[src/rtl/spi_tx_sched.sv]
// spi_tx_sched: shares the SPI slave's single TX word between N_CH requesters.
// Each frame one pending requester is picked (round-robin or fixed priority),
// its payload is staged as {valid, ch_id, payload} and driven to the slave's TX
// buffer, and the requester is acked once the slave strobes data capture.
// The 2-bit RX word captured with each frame selects the next arbitration mode.
//
// Optional build macro: SPI_TX_SCHED_UNDERRUN_CNT_EN adds o_underrun_cnt, a
// saturating 8-bit underrun counter cleared by the reserved RX command 2'b11.
//
// state    | meaning
// S_EMPTY  | idle word on TX; stage a winner when mode allows and no strobe
// S_STAGED | staged word held on TX until the slave captures it
// S_ACK    | one-cycle ack to the granted channel, advance RR pointer
module spi_tx_sched #(
  parameter  int N_CH      = 4,
  parameter  int CH_BITS   = 2,
  parameter  int DATA_BITS = 13,
  localparam int TX_BITS   = 1 + CH_BITS + DATA_BITS
) (
  input  logic                      i_clk,
  input  logic                      i_rst_n,
  input  logic [N_CH-1:0]           i_req_valid,
  input  logic [N_CH*DATA_BITS-1:0] i_req_data,
  output logic [N_CH-1:0]           o_req_ack,
  input  logic                      i_data_capt_st,
  input  logic [1:0]                i_RX_buff,
  output logic [TX_BITS-1:0]        o_TX_buff,
  output logic [1:0]                o_mode,
`ifdef SPI_TX_SCHED_UNDERRUN_CNT_EN
  output logic [7:0]                o_underrun_cnt,
`endif
  output logic                      o_underrun
);

  typedef enum logic [1:0] {S_EMPTY, S_STAGED, S_ACK} state_t;

  localparam logic [1:0] MODE_FIXED = 2'b01;
  localparam logic [1:0] MODE_HOLD  = 2'b10;

  state_t               r_state;
  state_t               w_state_nxt;
  logic                 r_capt_d1;
  logic                 w_capt_edge;
  logic [1:0]           r_mode;
  logic [CH_BITS-1:0]   r_ptr;
  logic [CH_BITS-1:0]   r_grant;
  logic [CH_BITS-1:0]   w_grant;
  logic                 w_any;
  logic [DATA_BITS-1:0] w_grant_data;
  logic [TX_BITS-1:0]   r_staged;
  logic                 r_underrun;
  logic                 w_stage;

  assign w_capt_edge = i_data_capt_st & ~r_capt_d1;
  assign o_mode      = r_mode;
  assign o_underrun  = r_underrun;

  // Strobe delay for edge detection; mode register reloads on every frame.
  always_ff @(posedge i_clk or negedge i_rst_n) begin
    if (!i_rst_n) begin
      r_capt_d1 <= 1'b0;
      r_mode    <= 2'b00;
    end else begin
      r_capt_d1 <= i_data_capt_st;
      if (w_capt_edge) r_mode <= i_RX_buff;
    end
  end

  // Winner selection. RR picks the valid channel at the smallest forward
  // distance from the pointer; only indices below N_CH are ever considered.
  always_comb begin
    int best_d;
    int d;
    w_any        = 1'b0;
    w_grant      = '0;
    w_grant_data = '0;
    best_d       = N_CH;
    d            = 0;
    for (int k = 0; k < N_CH; k++) begin
      if (r_mode == MODE_FIXED) begin
        d = k;
      end else if (k >= int'(r_ptr)) begin
        d = k - int'(r_ptr);
      end else begin
        d = k + N_CH - int'(r_ptr);
      end
      if (i_req_valid[k] && (d < best_d)) begin
        best_d  = d;
        w_any   = 1'b1;
        w_grant = CH_BITS'(k);
      end
    end
    for (int k = 0; k < N_CH; k++) begin
      if (w_grant == CH_BITS'(k)) w_grant_data = i_req_data[k*DATA_BITS +: DATA_BITS];
    end
  end

  // FSM state register.
  always_ff @(posedge i_clk or negedge i_rst_n) begin
    if (!i_rst_n) r_state <= S_EMPTY;
    else          r_state <= w_state_nxt;
  end

  // FSM next state and outputs; outputs decode registered state only.
  always_comb begin
    w_state_nxt = r_state;
    w_stage     = 1'b0;
    o_TX_buff   = '0;
    o_req_ack   = '0;
    case (r_state)
      S_EMPTY: begin
        if ((r_mode != MODE_HOLD) && w_any && !w_capt_edge) begin
          w_stage     = 1'b1;
          w_state_nxt = S_STAGED;
        end
      end
      S_STAGED: begin
        o_TX_buff = r_staged;
        if (w_capt_edge) w_state_nxt = S_ACK;
      end
      S_ACK: begin
        for (int k = 0; k < N_CH; k++) o_req_ack[k] = (r_grant == CH_BITS'(k));
        w_state_nxt = S_EMPTY;
      end
      default: w_state_nxt = S_EMPTY;
    endcase
  end

  // Staging register, RR pointer (wraps at N_CH) and underrun pulse.
  always_ff @(posedge i_clk or negedge i_rst_n) begin
    if (!i_rst_n) begin
      r_grant    <= '0;
      r_staged   <= '0;
      r_ptr      <= '0;
      r_underrun <= 1'b0;
    end else begin
      if (w_stage) begin
        r_grant  <= w_grant;
        r_staged <= {1'b1, w_grant, w_grant_data};
      end
      if (r_state == S_ACK) begin
        r_ptr <= (r_grant == CH_BITS'(N_CH-1)) ? '0 : r_grant + CH_BITS'(1);
      end
      r_underrun <= w_capt_edge && (r_state == S_EMPTY);
    end
  end

`ifdef SPI_TX_SCHED_UNDERRUN_CNT_EN
  logic [7:0] r_underrun_cnt;

  assign o_underrun_cnt = r_underrun_cnt;

  // Saturating underrun counter; the reserved command clears it.
  always_ff @(posedge i_clk or negedge i_rst_n) begin
    if (!i_rst_n) begin
      r_underrun_cnt <= 8'd0;
    end else if (w_capt_edge && (i_RX_buff == 2'b11)) begin
      r_underrun_cnt <= 8'd0;
    end else if (r_underrun && (r_underrun_cnt != 8'hFF)) begin
      r_underrun_cnt <= r_underrun_cnt + 8'd1;
    end
  end
`endif

endmodule

[config.mk]
export PLATFORM = sky130hd
export DESIGN_NAME = spi_tx_sched
export DESIGN_NICKNAME = d
export VERILOG_FILES = /design/src/rtl/spi_tx_sched.sv
export SDC_FILE = /design/constraint.sdc
export NUM_CORES = 1
export LEC_CHECK = 0
export CAP_MARGIN = 25
export CORE_ASPECT_RATIO = 1.25
export CORE_MARGIN = 4
export CORE_UTILIZATION = 38
export CTS_CLUSTER_DIAMETER = 150
export DETAILED_ROUTE_END_ITERATION = 16
export GPL_TIMING_DRIVEN = 0
export HOLD_SLACK_MARGIN = 0.15
export PLACE_DENSITY = 0.81
export SYNTH_ARGS = -nofsm -noshare
export SYNTH_HDL_FRONTEND = slang
export SYNTH_SLANG_ARGS = --single-unit
[constraint.sdc]
create_clock -name i_clk -period 4.9 [get_ports i_clk]
set_clock_uncertainty 0.15 [all_clocks]
set_input_delay 0.735 -clock i_clk [delete_from_list [all_inputs] [get_ports i_clk]]
set_output_delay 0.735 -clock i_clk [all_outputs]
set_load 0.03 [all_outputs]
Word level (Yosys, flattened, before mapping). Cells that the tools add are included.

Word-level logic and storage cells: 77. Output and inout port bits: 23. Bits in registers: 26. Bits of input ports: 61.

$lt $le $gt $ge: 7. Equality and inequality tests: 12. Add/subtract/negate cells: 8. Muxes and demuxes: 29. Reductions and logical operators: 12. Bitwise logic cells: 2.

Operator list (count): 32-bit 2-to-1 mux (10); 32-bit < comparator (3); 13-bit 2-to-1 mux (4); 32-bit by 4-bit < comparator with 1-bit output, second input constant (1); 16-bit 2-to-1 mux (1); 3-bit by 2-bit subtractor with 4-bit output, first input constant (3); 2-bit equality test, second input constant (5); 2-bit 2-to-1 mux (5); 2-bit by 1-bit equality test with 1-bit output, second input constant (4); 1-bit logical AND (7); 1-bit 2-to-1 mux (7); 2-bit zero test (3); 2-bit inequality test, second input constant (3); 1-bit by 2-bit subtractor with 3-bit output, first input constant (2); 2-bit by 2-bit subtractor with 3-bit output, first input constant (2); 1-bit by 2-bit greater-or-equal comparator with 1-bit output, first input constant (2); 4-bit 2-to-1 mux (1); 2-bit case mux with 2 select lines (1); 2-bit by 1-bit adder with 2-bit output, second input constant (1); 2-bit greater-or-equal comparator, first input constant (1); 2-bit AND reduction (1); 1-bit AND (1); 1-bit zero test (1); 1-bit inverter (1).

Depth between registers and ports, before layout. Gate-level depths: netlist (run 1).

Word-level depth: 20. Depth in mapped cells: 24. Mapped depth without buffers: 23.

Worst setup path after synthesis (run 1). OpenSTA, ideal clock, no wires.

Path kind: reg-to-reg. Start point: reg r_ptr[0]. End point: reg r_staged[10]. Arrival time: 5.062 ns. Data required time: 4.620 ns. Period minus slack after synthesis: 5.342 ns. Path buffers: 1. Path slack: -0.442 ns. Stages on the path, launching flop included: 25. Cells stage by stage: dfrtp_1 -> inv_1 -> ha_1 -> nor2_1 -> nand2_1 -> ha_1 -> nand2_1 -> o21bai_1 -> a31oi_2 -> nor2_1 -> a31oi_1 -> ha_1 -> and2_1 -> a311oi_2 -> nor2_1 -> a31oi_1 -> mux2_2 -> ha_1 -> a21boi_0 -> a311oi_2 -> nor3_1 -> o31ai_2 -> or2_4 -> buf_12 -> o211ai_2.

Word-level cells in the longest chain between the ends: 20. Elaborated cells on any way between the ends: 47. Classes of those cells: 7 x add/sub; 7 x order compare; 3 x eq/ne; 23 x mux; 7 x reduce/logical.

RTL lines: start, declared (line 45) `logic [CH_BITS-1:0] r_ptr;`; start signal, assigned (line 142) `r_ptr <= (r_grant == CH_BITS'(N_CH-1)) ? '0 : r_grant + CH_BITS'(1);`; 3-bit by 2-bit subtractor with 4-bit output (tied with other cells) (line 85) `d = k + N_CH - int'(r_ptr);`; 32-bit 2-to-1 mux (line 82) `end else if (k >= int'(r_ptr)) begin`; 32-bit 2-to-1 mux (line 80) `if (r_mode == MODE_FIXED) begin`; 32-bit by 4-bit < comparator with 1-bit output (line 87) `if (i_req_valid[k] && (d < best_d)) begin`; 1-bit logical AND (line 87); 32-bit 2-to-1 mux (line 87); 32-bit < comparator (line 87); 1-bit logical AND (line 87); 32-bit 2-to-1 mux (line 87); 32-bit < comparator (line 87); 1-bit logical AND (line 87); 32-bit 2-to-1 mux (line 87); 32-bit < comparator (line 87); 1-bit logical AND (line 87); 2-bit 2-to-1 mux (line 87); 2-bit zero test (line 94) `if (w_grant == CH_BITS'(k)) w_grant_data = i_req_data[k*DATA_BITS +: DATA_BITS];`; 13-bit 2-to-1 mux (4 in series) (line 94); end signal, assigned (line 139) `r_staged <= {1'b1, w_grant, w_grant_data};`; end, declared (line 50) `logic [TX_BITS-1:0] r_staged;`.

Several ways; a longest one is shown, not always the timed one. A chain may end at the register's enable or synchronous reset.

Worst setup path in the final report (run 1).
Start point: reg r_ptr[0]. End point: reg r_staged[8].

The elaborated chain is that of the path after synthesis.

==> flow_summary.ini, run 1 <==
[run_status]
status = complete, but fails checks
violations = setup timing

[routing]
via_count = 1973
vias_per_cell = 5.45
dr.pass1.iters = 5
routedWlPerCell_um = 16.6
wirelength_um = 6020
drcViolationCount = 0
antenna_left = 0
drt_iter0_drc = 95

[synth]
synthSimpleGateAreaFrac_pct = 26.1
synth_largest_area_cell = dfrtp_1
synth_seq_cells = 24
synth_most_common_cell = nand2_1
syn_inst = 196
syn_avg_cell_area_um2 = 9.62
synth_area_um2 = 1890
synth_xor_area_share_pct = 0
synth_ff_type = dfrtp_1
yosys.area.top_type_share_pct = 31.9
yosys-top-cells-count = nand2_1, dfrtp_1, and2_1
synth_top_family_by_area = simple AND/OR/NAND/NOR gates
synth-edff-count = 0
synth_compound_area_share_pct = 25.5
synth-seq-area-share_pct = 31.9
yosys_warnings = 0
synthMuxAreaShare_pct = 1.79
synthAdderAreaFrac_pct = 8.63
yosysUniqueCellTypes = 46
synth.net_count = 270
synthArstFlopShare_pct = 100
yosys-top-cells-area = dfrtp_1, ha_1, and2_1, a222oi_1, o211ai_2

[pwr]
p_per_area_nw_per_um2 = 620
p_leak_nw = 1.32
vdd_ir_drop_max_mv = 0.315

[clock_tree]
cts_tree = done
clock_latency_ns = 0.27
path_clk_slew_ns = 0.09
numCtsBuffers = 3
root_buffer = clkbuf_8
htreeDepth = 1
clockBufferDepth = 2
clkSinkCount = 24

[sta]
period_needed_ns = 5.16
setup_viol = 13
slew_viol_final = 0
tightest_slew_ns = 0.594
worst_slack_ns = -0.255
fmax_mhz = 194
relSlewSlack_pct = 60.4
finalHoldViolations = 0
holdWs_ns = 0.327
rsz0062_at_grt = yes
period_share_pct = 105

[min_path]
hold_path.class = reg2reg

[critical_path]
startpoint_type = flip-flop
end_kind = flip-flop
cp_data_arrival_time_ns = 5.16
path_class = reg2reg
crit_fanout = 5
critPathRequiredTime_ns = 4.90

[floorplanning]
ios = 84
dieArea_um2 = 6160
dieHeight_um = 86.8
rows = 28
start_util_pct = 39.6
core-area_um2 = 4760
die_w_um = 71.0

[global_routing]
grt_first_pass_wirelength_um = 9630
antenna_found_initial = 0
grt_pass1_vias = 2072
grt_use_total_pct = 19.6
grt_max_degree = 21
grt_overflow = 0

[final_layout]
num_antenna_cells = 0
layout-drive-gt1-share_pct = 25.8
area_delta_synth_final_pct = 68.1
layout.nets = 377
fill_cells = 381

[place]
dp_slack_ns = -1.07
gp_congestion = 0.818
numPortBuffers = 83
dp_hpwl_um = 4480

[job]
maxCapViolCount = 0
## what timing repair did
action	in CTS	in global routing
cloned	1	0
hold buffers	0	0
buffers inserted	10	7
setup endpoints to repair	15	15
gates resized for setup	10	12
pin swaps	23	19
## cells by family (layout without fill, tap and decap cells)
family,after synthesis,count (layout)
simple gates,89,89
compound gates,50,50
flops,24,24
buf+inv,17,123
fa+ha+maj,13,13
mux,3,3
## path summary, 6_finish.rpt
| path | start | to | slack (ns) | depth (start not counted) |
|---|---|---|---|---|
| max reg2reg | r_ptr[0] | r_staged[8] | -0.26 | 24 |
| min in group asynchronous | i_rst_n | r_staged[0] | 0.58 | 1 |
| max in group asynchronous | i_rst_n | o_mode[1] | 3.61 | 2 |
| max | r_ptr[0] | r_staged[8] | -0.26 | 24 |
| min | r_staged[15] | r_staged[15] | 0.33 | 1 |
| min reg2reg | r_staged[15] | r_staged[15] | 0.33 | 1 |
## registers in the layout, summed over array words and instances, names as in the netlist
register	flops
r_staged	15
o_mode	2
r_ptr	2
r_state	2
o_underrun	1
r_capt_d1	1
r_grant	1
## cells in the final DEF, fill, tap and decap left out, types with 4 or more instances in the layout
master	instances
dfrtp_1	20
nand2_1	22
ha_1	9
buf_6	4
inv_1	4
nand3_1	14
dfrtp_2	4
a222oi_1	13
nor2_1	4
clkdlybuf4s50_1	82
o211ai_2	10
ha_4	4
buf_4	21
and2_1	21
## routing by layer
metal / GRT usage [%] / part of all wire [%] / up-vias
li1: - / - / 947
met1: 21.2 / 40 / 942
met2: 38.5 / 53 / 73
met3: 3.48 / 5.5 / 11
met4: 5.64 / 1.5 / 0
met5: 0 / 0 / -
## power breakdown
part           switching, mW  internal [mW]  leakage, nW
registers             0.0534          0.277        0.292
clock network         0.0647          0.109       0.0357
logic                  0.755          0.706        0.990
## stage by stage
stage / instances / power [mW] / area (um2) / util [%] / TNS, ns
5_1_grt: 362 / 2.12 / 3170 / 66.5 / -5.70
2_1_floorplan: 196 / 1.21 / 1960 / - / -0.799
3_3_place_gp: 339 / 1.54 / 2870 / 60.1 / -13.42
6_report: 362 / 1.96 / 3170 / 66.5 / -2.84
3_5_place_dp: 340 / 1.57 / 2890 / 60.7 / -14.48
4_1_cts: 355 / 1.88 / 3090 / 64.8 / -1.78
## worst max-delay path, stage by stage (launching register included)
cell and delay [ns]:
dfrtp_2 0.44, inv_2 0.09, ha_4 0.20, nor2_4 0.09, nand2_2 0.07, ha_4 0.27, nand2_2 0.05, o21bai_4 0.17
a31oi_4 0.19, nor2_1 0.07, a31oi_1 0.20, ha_1 0.27, and2_4 0.15, a311oi_4 0.27, nor2_2 0.09, a31oi_4 0.19
mux2_4 0.34, ha_4 0.24, a21boi_2 0.15, a311oi_2 0.32, o211a_1 0.28, nor2_4 0.08, buf_6 0.14, a222oi_1 0.43
o211ai_2 0.10
## final cells by class
class / instances / area (um2) / area share [%]
Buffer: 10 / 95.1 / 3.00
Clock buffer: 3 / 41.3 / 1.30
Clock inverter: 1 / 30.0 / 0.947
Inverter: 7 / 26.3 / 0.829
Multi-Input combinational cell: 155 / 1310 / 41.2
Sequential cell: 24 / 606 / 19.1
Tap cell: 60 / 75.1 / 2.37
Timing Repair Buffer: 102 / 990 / 31.2
Note: power is estimated with default switching activity, not from simulation.
==> inputs of run 2 (changes only) <==
- GPL_TIMING_DRIVEN: 0 -> default
==> run 2 against run 1 <==
  * The flow still finishes with violations (setup timing)
  * Register-to-register slack better by 0.16 ns
  * Hold slack worse by 0.0059 ns
  * Critical path type unchanged
  * Worst setup slack better by 0.16 ns
  * Critical endpoint is now r_staged[7]
  * First-iteration DRC count down 24%
==> flow_summary.ini, run 2 (same netlist as run 1, synthesis figures left out) <==
[place]
gp_congestion = 0.862
numPortBuffers = 83
dpl_cell_area_um2 = 2920
dp_hpwl_um = 4650
placed_cells = 345

[global_routing]
grt_use_total_pct = 20.1
grt_first_pass_wirelength_um = 9830
grt_pass1_vias = 2118
grt_overflow = 0
antenna_found_initial = 0
grt_max_degree = 21

[clock_tree]
root_buffer = clkbuf_8
clkSinkCount = 24
clockBufferDepth = 2
numCtsBuffers = 3
path_clk_slew_ns = 0.09
clock_latency_ns = 0.27
htreeDepth = 1
cts_tree = done

[critical_path]
path_class = reg2reg
startpoint_type = flip-flop
reg2reg_depth = 23
reg2reg_slack_ns = -0.1
cp_data_arrival_time_ns = 5.01
end_kind = flip-flop
setup.worst_path.end = r_staged[7]
critPathRequiredTime_ns = 4.91
timing.rr.start = r_ptr[0]
r2r_end = r_staged[7]
crit_fanout = 7
worstSetupStartpoint = r_ptr[0]

[sta]
period_share_pct = 102
worst_slack_ns = -0.0986
finalHoldViolations = 0
rsz0062_at_grt = yes
fmax_mhz = 200
period_needed_ns = 5.00
holdWs_ns = 0.321
slew_viol_final = 0
setup_viol = 13
relSlewSlack_pct = 33.9
tightest_slew_ns = 0.990

[routing]
drcViolationCount = 0
wirelength_um = 6230
routedWlPerCell_um = 17.2
antenna_left = 0
dr.pass1.iters = 4
wl_met1_um = 2380
via_count = 1996
drt_iter0_drc = 72
wl_met3_um = 395
dr.max_layer_used = met4
wl_met2_um = 3350
vias_per_cell = 5.50

[pwr]
internal_power_mw = 1.07
p_leak_nw = 1.32
comb_power_share_pct = 73.9
p_per_area_nw_per_um2 = 612
seqPwrFrac_pct = 16.9
finalPower_mw = 1.94
clockPowerShare_pct = 9.2
switchingPower_mw = 0.871
vdd_ir_drop_max_mv = 0.383
swShare_pct = 44.8

[floorplanning]
dieArea_um2 = 6160
ios = 84
die_w_um = 71.0
rows = 28
core-area_um2 = 4760
dieHeight_um = 86.8
start_util_pct = 39.6

[final_layout]
largest_register_ffs = 15
layout-drive-gt1-share_pct = 25.1
sequential_cell_area_um2 = 604
area_delta_synth_final_pct = 68.3
multi_input_area_um2 = 1330
fill_cells = 413
layout.nets = 378
fin_util_pct = 66.6
finalNonFillerCells = 363
largest_register = r_staged
final_cell_mix = clkdlybuf4s50_1, buf_4, nand2_1
layout_commonest_cell = clkdlybuf4s50_1
design_area_um2 = 3170
num_antenna_cells = 0

[run_status]
violations = setup timing
status = complete, but fails checks

[min_path]
hold_path.class = reg2reg
min-delay-start = r_staged[15]

[job]
maxCapViolCount = 0
==> run 2: changes by cell type in the layout (fill, tap and decap cells not counted), sizes merged <==
cell	delta
nor2	+1
dlygate4sd2	+1
a21o	+1
clkbuf	-2
==> run 2: repair_timing <==
| action | CTS | global route |
|---|---|---|
| hold buffers | 0 | 0 |
| endpoints found under the setup margin | 14 | 14 |
| pin swaps | 20 | 27 |
| gates cloned | 1 | 1 |
| buffers inserted | 8 | 4 |
| resized for setup | 11 | 6 |
==> run 2: worst max-delay path, cell delays in order, from the launching register on <==
cell and delay, ns:
dfrtp_2 0.45, inv_2 0.09, ha_4 0.20, nor2_4 0.10, nand2_1 0.06, ha_1 0.29
nand2_1 0.08, o21bai_4 0.13, a31oi_4 0.10, buf_4 0.15, a31oi_1 0.23, ha_1 0.27
and2_4 0.15, a311oi_4 0.26, nor2_1 0.10, a31oi_2 0.21, mux2_4 0.33, ha_4 0.27
a21boi_4 0.18, a311oi_4 0.06, o211a_4 0.31, a21o_4 0.26, a222oi_1 0.33, o211ai_2 0.11
==> run 2: per-stage QoR <==
step                worst slack [ns]  TNS [ns]
CTS                          -0.0866    -0.513
global route                  -0.347     -3.99
finish                       -0.0986    -0.872
detailed placement            -0.659     -8.52
floorplan                    -0.0994    -0.799
global placement              -0.432     -5.57
==> run 2: per-layer routing <==
layer	up-vias	track usage [%]
met2	75	37.5
met4	0	7.18
li1	958	-
met1	953	22.2
met3	10	4.18
met5	-	0
==> run 2: final cells by class <==
class                      count  area share [%]
sequential                    24            19.0
inverter                       7           0.828
tap                           60            2.37
multi-input combinational    157            42.0
timing repair buffer         111            33.5
clock inverter                 1           0.946
clock buffer                   3            1.30
==> run 2: worst min-delay path by stage <==
stage,end,slack [ns],depth (start not counted)
floorplan,r_staged[15],0.28,1
finish,r_staged[15],0.32,1
detailed placement,r_staged[15],0.30,1
global route,r_staged[15],0.36,1
CTS,r_staged[15],0.32,1
global placement,r_staged[15],0.29,1
==> run 2: power by group through the flow <==
stage          Clock [mW]  Sequential (mW)  Combinational (mW)
6_report            0.178            0.329                1.44
5_1_grt             0.190            0.341                1.56
4_1_cts             0.183            0.328                1.34
3_5_place_dp            0            0.331                1.23
3_3_place_gp            0            0.327                1.19
2_1_floorplan           0            0.331               0.876
